## src/rtl/serial_subtractor.sv

```systemverilog
// Bit-serial unsigned a-b, LSB first, one borrow FF; done pulses WIDTH+1 cycles after start.
// start is only honoured in IDLE/DONE (back-to-back OK); start while busy is dropped.
module serial_subtractor #(
    parameter int WIDTH = 8
) (
    input  logic             clk,
    input  logic             reset,
    input  logic             start,
    input  logic [WIDTH-1:0] a,
    input  logic [WIDTH-1:0] b,
    output logic             busy,
    output logic             done,
    output logic [WIDTH-1:0] diff,
    output logic             borrow
);
    localparam int CW = (WIDTH > 2) ? $clog2(WIDTH) : 1;

    localparam logic [1:0] IDLE = 2'd0;
    localparam logic [1:0] RUN  = 2'd1;
    localparam logic [1:0] DONE = 2'd2;

    logic [1:0]       state;
    logic [WIDTH-1:0] a_sh;
    logic [WIDTH-1:0] b_sh;
    logic [WIDTH-1:0] res_sh;
    logic             br;
    logic [CW-1:0]    cnt;

    logic             d;
    logic             br_nxt;
    logic [WIDTH-1:0] res_nxt;
    logic             last;

    // One full-subtractor slice on the current LSBs.
    always_comb begin
        d       = a_sh[0] ^ b_sh[0] ^ br;
        br_nxt  = (~a_sh[0] & b_sh[0]) | (~(a_sh[0] ^ b_sh[0]) & br);
        res_nxt = {d, {(WIDTH-1){1'b0}}} | (res_sh >> 1);
        last    = (cnt == CW'(WIDTH-1));
    end

    always_ff @(posedge clk or posedge reset) begin
        if (reset) begin
            state  <= IDLE;
            a_sh   <= '0;
            b_sh   <= '0;
            res_sh <= '0;
            br     <= 1'b0;
            cnt    <= '0;
            diff   <= '0;
            borrow <= 1'b0;
        end else begin
            case (state)
                IDLE, DONE: begin
                    if (start) begin
                        state  <= RUN;
                        a_sh   <= a;
                        b_sh   <= b;
                        res_sh <= '0;
                        br     <= 1'b0;
                        cnt    <= '0;
                    end else begin
                        state <= IDLE;
                    end
                end
                RUN: begin
                    br     <= br_nxt;
                    res_sh <= res_nxt;
                    a_sh   <= a_sh >> 1;
                    b_sh   <= b_sh >> 1;
                    cnt    <= cnt + CW'(1);
                    if (last) begin
                        diff   <= res_nxt;
                        borrow <= br_nxt;
                        state  <= DONE;
                    end
                end
                default: state <= IDLE;
            endcase
        end
    end

    assign busy = (state == RUN);
    assign done = (state == DONE);
endmodule

```

## config.mk

```make
export PLATFORM = sky130hd
export DESIGN_NAME = serial_subtractor
export DESIGN_NICKNAME = d
export VERILOG_FILES = /design/src/rtl/serial_subtractor.sv
export SDC_FILE = /design/constraint.sdc
export NUM_CORES = 1
export LEC_CHECK = 0
export CAP_MARGIN = 20
export CORE_MARGIN = 2
export CORE_UTILIZATION = 30
export DETAILED_ROUTE_END_ITERATION = 8
export PLACE_DENSITY_LB_ADDON = 0.05
export SYNTH_ARGS = -nofsm -noshare
export SYNTH_HDL_FRONTEND = slang
export SYNTH_SLANG_ARGS = --single-unit
```

## constraint.sdc

```tcl
create_clock -name clk -period 1.35 [get_ports clk]
set_input_delay 0.2025 -clock clk [delete_from_list [all_inputs] [get_ports clk]]
set_output_delay 0.2025 -clock clk [all_outputs]
set_load 0.02 [all_outputs]
```

==> qor.csv, run 1 <==
stage;metric;value;unit
cells_and_area;finalNonFillerCells;275;
synthesis;synth_seq_cells;38;
sta;skew;0.00691;ns
cts;cts_tree;done;
global_routing;grt_pass1_wl;6.33;mm
synthesis;syn_area;0.00179;mm2
power_and_ir_drop;vdd_drop_max;0.000742;V
drt;wl_per_cell;14.0;um
sta;slew_headroom;85.2;%
die;core-area;0.00585;mm2
cts;cts_root_buf;clkbuf_8;
global_routing;grtUsageTotal;12.7;%
sta;finalSetupTns;0;ns
drt;firstDrtPassIters;4;
synthesis;yosysMostFrequentCell;dfrtp_1;
cts;cts_buffers;5;
synthesis;synth_cell_types;25;
global_routing;grt_pass1_vias;1296;
synthesis;netlist_instances;154;
placed_design;portBuffers;29;
placed_design;gp_congestion;0.703;
drt;drt_iter0_markers;39;
sta;tightestPinTransition;0.221;ns
cts;cts.path.max_buffers;2;
min_path;hold_class;input port to asynchronous set/reset pin;
worst_setup_path;end_kind;flop;
synthesis;yosysWarnings;0;
sta;fmax;744;MHz
die;fp.dieW;81.3;um
sta;drv_slew;0;
synthesis;async_flop_share;100;%
placed_design;dp.cells;261;
drt;ant_nets;0;
cells_and_area;area_growth;34.7;%
outcome;status;complete, no violations;
drt;routed_wl;3.85;mm
synthesis;synth_nets;176;
power_and_ir_drop;power_leakage;1.09;nW
worst_setup_path;cp_max_fo;6;
synthesis;synth_commonest_cells;dfrtp_1 (38), nor2_1 (9), nor2b_1 (8), nor3_1 (8), o22ai_1 (8);
cells_and_area;drive_above_1_share;27.0;%
synthesis;yosysSeqAreaShare;53.1;%
global_routing;antenna_found_initial;0;
die;start_util;30.6;%
global_routing;grt_max_degree;39;
worst_setup_path;critPathRequiredTime;1.52;ns
cells_and_area;stdcell_area;0.00241;mm2
die;io_pins;30;
power_and_ir_drop;total_power;5.28;mW
drt;vias_per_cell;4.77;
global_routing;grt_overflow;0;
sta;period_needed;1.34;ns
worst_setup_path;start_kind;flop;
synthesis;avgSynthCellArea;11.6;um2
die;die_area;0.00660;mm2
cts;cts.htree.levels;2;
power_and_ir_drop;p_per_area;2190;mW/mm2
sta;rsz0062_at_grt;yes;
die;rows;28;
sta;setup_violations;0;
synthesis;synth_ff_type;dfrtp_1;
sta;hold-worst-slack;0.272;ns
synthesis;yosys.area.top_type;dfrtp_1;
die;die_height;81.3;um
placed_design;dp_hpwl;2.47;mm
cts;postCtsHoldBufs;0;
drt;via_count;1313;
synthesis;netlist.area_leader.share;53.1;%
cells_and_area;diodes;0;
placed_design;place_area;0.00224;mm2
synthesis;synth_edf_count;0;
synthesis;netlist_top_cells_area;dfrtp_1 (53%), mux2_4 (5.9%), mux2_2 (4.4%), a22o_1 (3.4%), mux2i_1 (3.4%);
drt;drc_errors;0;
worst_setup_path;arrival;1.51;ns
cells_and_area;final_nets;221;
worst_setup_path;critical_path_class;flop to flop;
sta;period_share;99.6;%
job;cap_violations;0;
cts;clock-sinks;38;
cts;clk_latency;0.29;ns
cts;clk_pin_slew;0.08;ns
sta;finalHoldViolations;0;
[power by group]
| group | total [mW] | internal (mW) | leakage [nW] | switching, mW |
|---|---|---|---|---|
| combinational | 2.44 | 1.30 | 0.576 | 1.14 |
| clock | 0.807 | 0.412 | 0.0482 | 0.395 |
| sequential | 2.02 | 1.67 | 0.463 | 0.350 |
[state kept, by name, summed over array words and instances (netlist names)]
signal,flops
res_sh,7
b_sh,8
cnt,3
br,1
a_sh,8
borrow,1
diff,8
state,2
[what timing repair did]
| action | CTS | global route |
|---|---|---|
| setup endpoints to repair | 25 | 22 |
| pin swaps | 1 | 0 |
| hold endpoints to repair | 0 | 0 |
| setup buffers | 3 | 2 |
| resized for setup | 21 | 10 |
| gates cloned | 1 | 0 |
[through the flow]
stage | setup WS (ns) | util (%)
after global routing | -0.0325 | 41.2
after floorplan | -0.00796 | -
after detailed placement | -0.0973 | 38.3
final | 0.00586 | 41.2
after global placement | -0.0954 | 38.3
after CTS | -0.0117 | 40.4
[area by class of cell]
cell class	count	area [um2]
Fill cell	571	3440
Sequential cell	38	952
Multi-Input combinational cell	100	806
Timing Repair Buffer	49	450
Tap cell	75	93.8
Clock buffer	7	86.3
Inverter	5	18.8
Clock inverter	1	5.00
[final timing paths]
kind	start	to	slack [ns]	cells after the start
min in group clk	borrow$_DFFE_PP0P_	borrow$_DFFE_PP0P_	0.49	2
max in group asynchronous	reset	state[0]$_DFFE_PP0P_	0.87	3
worst max register to register	cnt[0]$_DFFE_PP0P_	diff[7]$_DFFE_PP0P_	0.006	4
worst max-delay path	cnt[0]$_DFFE_PP0P_	diff[7]$_DFFE_PP0P_	0.006	4
worst min register to register	borrow$_DFFE_PP0P_	borrow$_DFFE_PP0P_	0.49	2
worst min-delay path	reset	a_sh[1]$_DFFE_PP0P_	0.27	3
[placed cells by master (no fill, tap or decap), types with 4 or more instances in the layout]
| cell type | synthesis | final |
|---|---|---|
| a211oi_1 | 6 | 6 |
| a21oi_1 | 6 | 6 |
| a22o_1 | 7 | 7 |
| buf_4 | 2 | 18 |
| clkbuf_8 | 0 | 6 |
| clkdlybuf4s50_1 | 0 | 18 |
| dfrtp_1 | 38 | 37 |
| dlygate4sd2_1 | 0 | 9 |
| inv_1 | 5 | 4 |
| mux2_2 | 7 | 6 |
| mux2_4 | 7 | 8 |
| mux2i_1 | 6 | 6 |
| nand2_1 | 6 | 6 |
| nand2b_1 | 7 | 7 |
| nor2_1 | 9 | 9 |
| nor2b_1 | 8 | 6 |
| nor3_1 | 8 | 8 |
| o21ai_0 | 7 | 7 |
| o22ai_1 | 8 | 6 |
[routing by layer]
metal	GRT usage [%]	vias up	share of wire, %
met2	19.5	30	47
met1	16.7	646	46
li1	-	630	-
met4	5.59	0	2.3
met3	3.78	7	4.5
met5	0	-	0
[critical path, cell delays in order, from the launching register on]
cell      delay, ns
dfrtp_1        0.39
ha_2           0.20
ha_4           0.18
nand3b_4       0.15
mux2_4         0.31
[logic make-up after synthesis]
group                    share of synthesized area [%]
flip-flops                                        53.1
XOR/XNOR                                         0.489
AO/OA/AOI/OAI                                     12.9
buffers and inverters                             5.31
AND/OR/NAND/NOR                                   12.1
multiplexers                                      13.6
adder cells (fa/ha/maj)                           2.52
Power figures use the tool's default switching activity.
==> inputs of run 2 (changes only) <==
- CELL_PAD_IN_SITES_DETAIL_PLACEMENT: default -> 0
- CELL_PAD_IN_SITES_GLOBAL_PLACEMENT: default -> 2
- clock period: 1.35 -> 1.7 ns (I/O delays scaled with it)
==> run 2 against run 1 <==
Die area stayed put. Combinational power is 28% lower. First-iteration DRC count is 5.1% higher. Clock-buffer cell count stayed put. Sequential share of layout area is 2.2 points higher. Clock skew is 0.0011 ns higher. Final cell count is 3.6% lower. Wire length is 8.6% lower. Largest power group unchanged.
==> qor.csv, run 2 (same netlist as run 1, synthesis figures left out) <==
stage;metric;value;unit;change
outcome;status;complete, no violations;;
global_routing;grt_overflow;0;;unchanged
drt;vias_per_cell;4.65;;-2.6%
die;start_util;30.6;%;unchanged
worst_setup_path;crit_slowest_cell;dfrtp_1;;
cells_and_area;area_growth;27.5;%;
cts;cts_setup_buffers;0;;-3
global_routing;grtUsageTotal;12.3;%;-0.44 points
sta;timing.final.ws_setup;0.151;ns;+0.146 ns
cts;postCtsHoldBufs;0;;unchanged
global_routing;grt_max_degree;39;;unchanged
worst_setup_path;cp_max_fo;4;;-2
drt;wl_met3;118;um;-32%
cts;clock-sinks;38;;unchanged
drt;drc_errors;0;;unchanged
sta;finalHoldViolations;0;;unchanged
placed_design;gp_congestion;0.730;;+3.9%
min_path;hold_class;input port to asynchronous set/reset pin;;
worst_setup_path;path_cells;nand2b_1 -> inv_1 -> dlygate4sd2_1;;
cells_and_area;mostFrequentLayoutCell;dfrtp_1;;
die;core-area;0.00585;mm2;unchanged
die;die_height;81.3;um;unchanged
drt;firstDrtPassIters;4;;unchanged
global_routing;grt_pass1_wl;6.15;mm;-2.8%
die;io_pins;30;;unchanged
worst_setup_path;end_kind;primary output;;
worst_setup_path;critical_path_class;flop to primary output;;
cts;clk_pin_slew;0.07;ns;about the same
worst_setup_path;arrival;1.29;ns;-0.22 ns
sta;rsz0062_at_grt;no;;
placed_design;dp_hpwl;2.41;mm;-2.3%
die;die_area;0.00660;mm2;unchanged
die;fp.dieW;81.3;um;unchanged
die;rows;28;;unchanged
placed_design;portBuffers;29;;unchanged
cells_and_area;reg.largest.list;a_sh (8), b_sh (8), diff (8);;
sta;drv_slew;0;;unchanged
placed_design;place_ws;0.114;ns;+0.212 ns
cts;cts_buffers;5;;unchanged
sta;fmax;646;MHz;
sta;period_needed;1.55;ns;
power_and_ir_drop;vdd_drop_max;0.000488;V;-34%
drt;ant_nets;0;;unchanged
worst_setup_path;crit_start;state[1]$_DFFE_PP0P_;;
sta;setup_violations;0;;unchanged
drt;wl_per_cell;13.3;um;-5.2%
sta;finalSetupTns;0;ns;unchanged
power_and_ir_drop;p_per_area;1750;mW/mm2;-20%
cells_and_area;layout_common_cells;dfrtp_1 (38), clkdlybuf4s50_1 (27), buf_4 (10);;
cells_and_area;drive_above_1_share;17.9;%;-9.1 points
global_routing;antenna_found_initial;0;;unchanged
cells_and_area;utilization;39.0;%;-2.2 points
sta;tightestPinTransition;0.373;ns;+0.153 ns
cts;post_cts_resized;2;;-90%
drt;via_count;1232;;-6.2%
worst_setup_path;r2r-start;cnt[0]$_DFFE_PP0P_;;
cts;cts_root_buf;clkbuf_8;;
cts;cts.htree.levels;2;;unchanged
drt;drt-met1-wl;1.72;mm;-3.6%
cells_and_area;nFillCells;578;;+1.2%
sta;period_share;91.1;%;
worst_setup_path;critPathRequiredTime;1.44;ns;-0.08 ns
worst_setup_path;cp_slowest_stage_delay;0.40;ns;about the same
sta;slew_headroom;75.1;%;-10 points
cells_and_area;final_nets;211;;-4.5%
drt;wl_met2;1.64;mm;-8.9%
cts;cts_tree;done;;
drt;drt_iter0_markers;41;;+5.1%
cells_and_area;diodes;0;;unchanged
cts;cts.path.max_buffers;2;;unchanged
job;cap_violations;0;;unchanged
power_and_ir_drop;power_leakage;1.00;nW;-8.0%
global_routing;grt_pass1_vias;1279;;-1.3%
cts;clk_latency;0.28;ns;about the same
worst_setup_path;start_kind;flop;;
sta;skew;0.00799;ns;+0.00108 ns
drt;top_layer;met4;;
drt;routed_wl;3.51;mm;-8.6%
run 2: cell types whose count changed in the layout (fill, tap and decap cells not counted), moves of 2 or more:
cell / delta
nor2b_2: -2
o22ai_2: -2
o22ai_1: +2
clkdlybuf4s50_1: +9
nor2b_1: +2
buf_4: -8
dlygate4sd2_1: -7
ha_1: +2
run 2: final cells by class:
| type | instances | area, um2 | share of cell area (%) |
|---|---|---|---|
| multi-input combinational | 99 | 744 | 32.6 |
| timing repair buffer | 40 | 383 | 16.8 |
| clock buffer | 7 | 86.3 | 3.78 |
| tap | 75 | 93.8 | 4.11 |
| inverter | 5 | 18.8 | 0.822 |
| clock inverter | 1 | 5.00 | 0.219 |
| sequential | 38 | 951 | 41.7 |
run 2: metal layers:
metal	track usage, %	up-vias
met2	19.8	26
li1	-	609
met5	0	-
met4	4.58	0
met3	3.44	4
met1	15.8	593
run 2: power breakdown:
part,internal [mW],switching [mW]
combinational,0.935,0.813
sequential,1.33,0.275
clock,0.327,0.309
run 2: worst paths after layout:
kind | to | slack [ns] | depth (start not counted)
hold / removal | diff[7]$_DFFE_PP0P_ | 0.32 | 3
min in group clk | borrow$_DFFE_PP0P_ | 0.48 | 2
hold reg to reg | borrow$_DFFE_PP0P_ | 0.48 | 2
setup / recovery | busy | 0.15 | 3
max in group asynchronous | b_sh[7]$_DFFE_PP0P_ | 1.16 | 3
setup reg to reg | diff[4]$_DFFE_PP0P_ | 0.18 | 4
run 2: worst max-delay path, delay by kind of cell (launching register included):
| family | cells | cell delay, ns |
|---|---|---|
| buffers and inverters | 2 | 0.43 |
| DFF | 1 | 0.40 |
| and+or+nand+nor | 1 | 0.18 |
run 2: stage by stage:
stage | std cells | hold slack, ns | power, mW | cell area [um2]
after detailed placement | 257 | 0.470 | 3.41 | 2190
final | 265 | 0.324 | 3.99 | 2280
after floorplan | 154 | 0.395 | 2.84 | 1790
after global routing | 265 | 0.353 | 4.35 | 2280
after CTS | 265 | 0.336 | 4.06 | 2280
after global placement | 257 | 0.467 | 3.38 | 2190
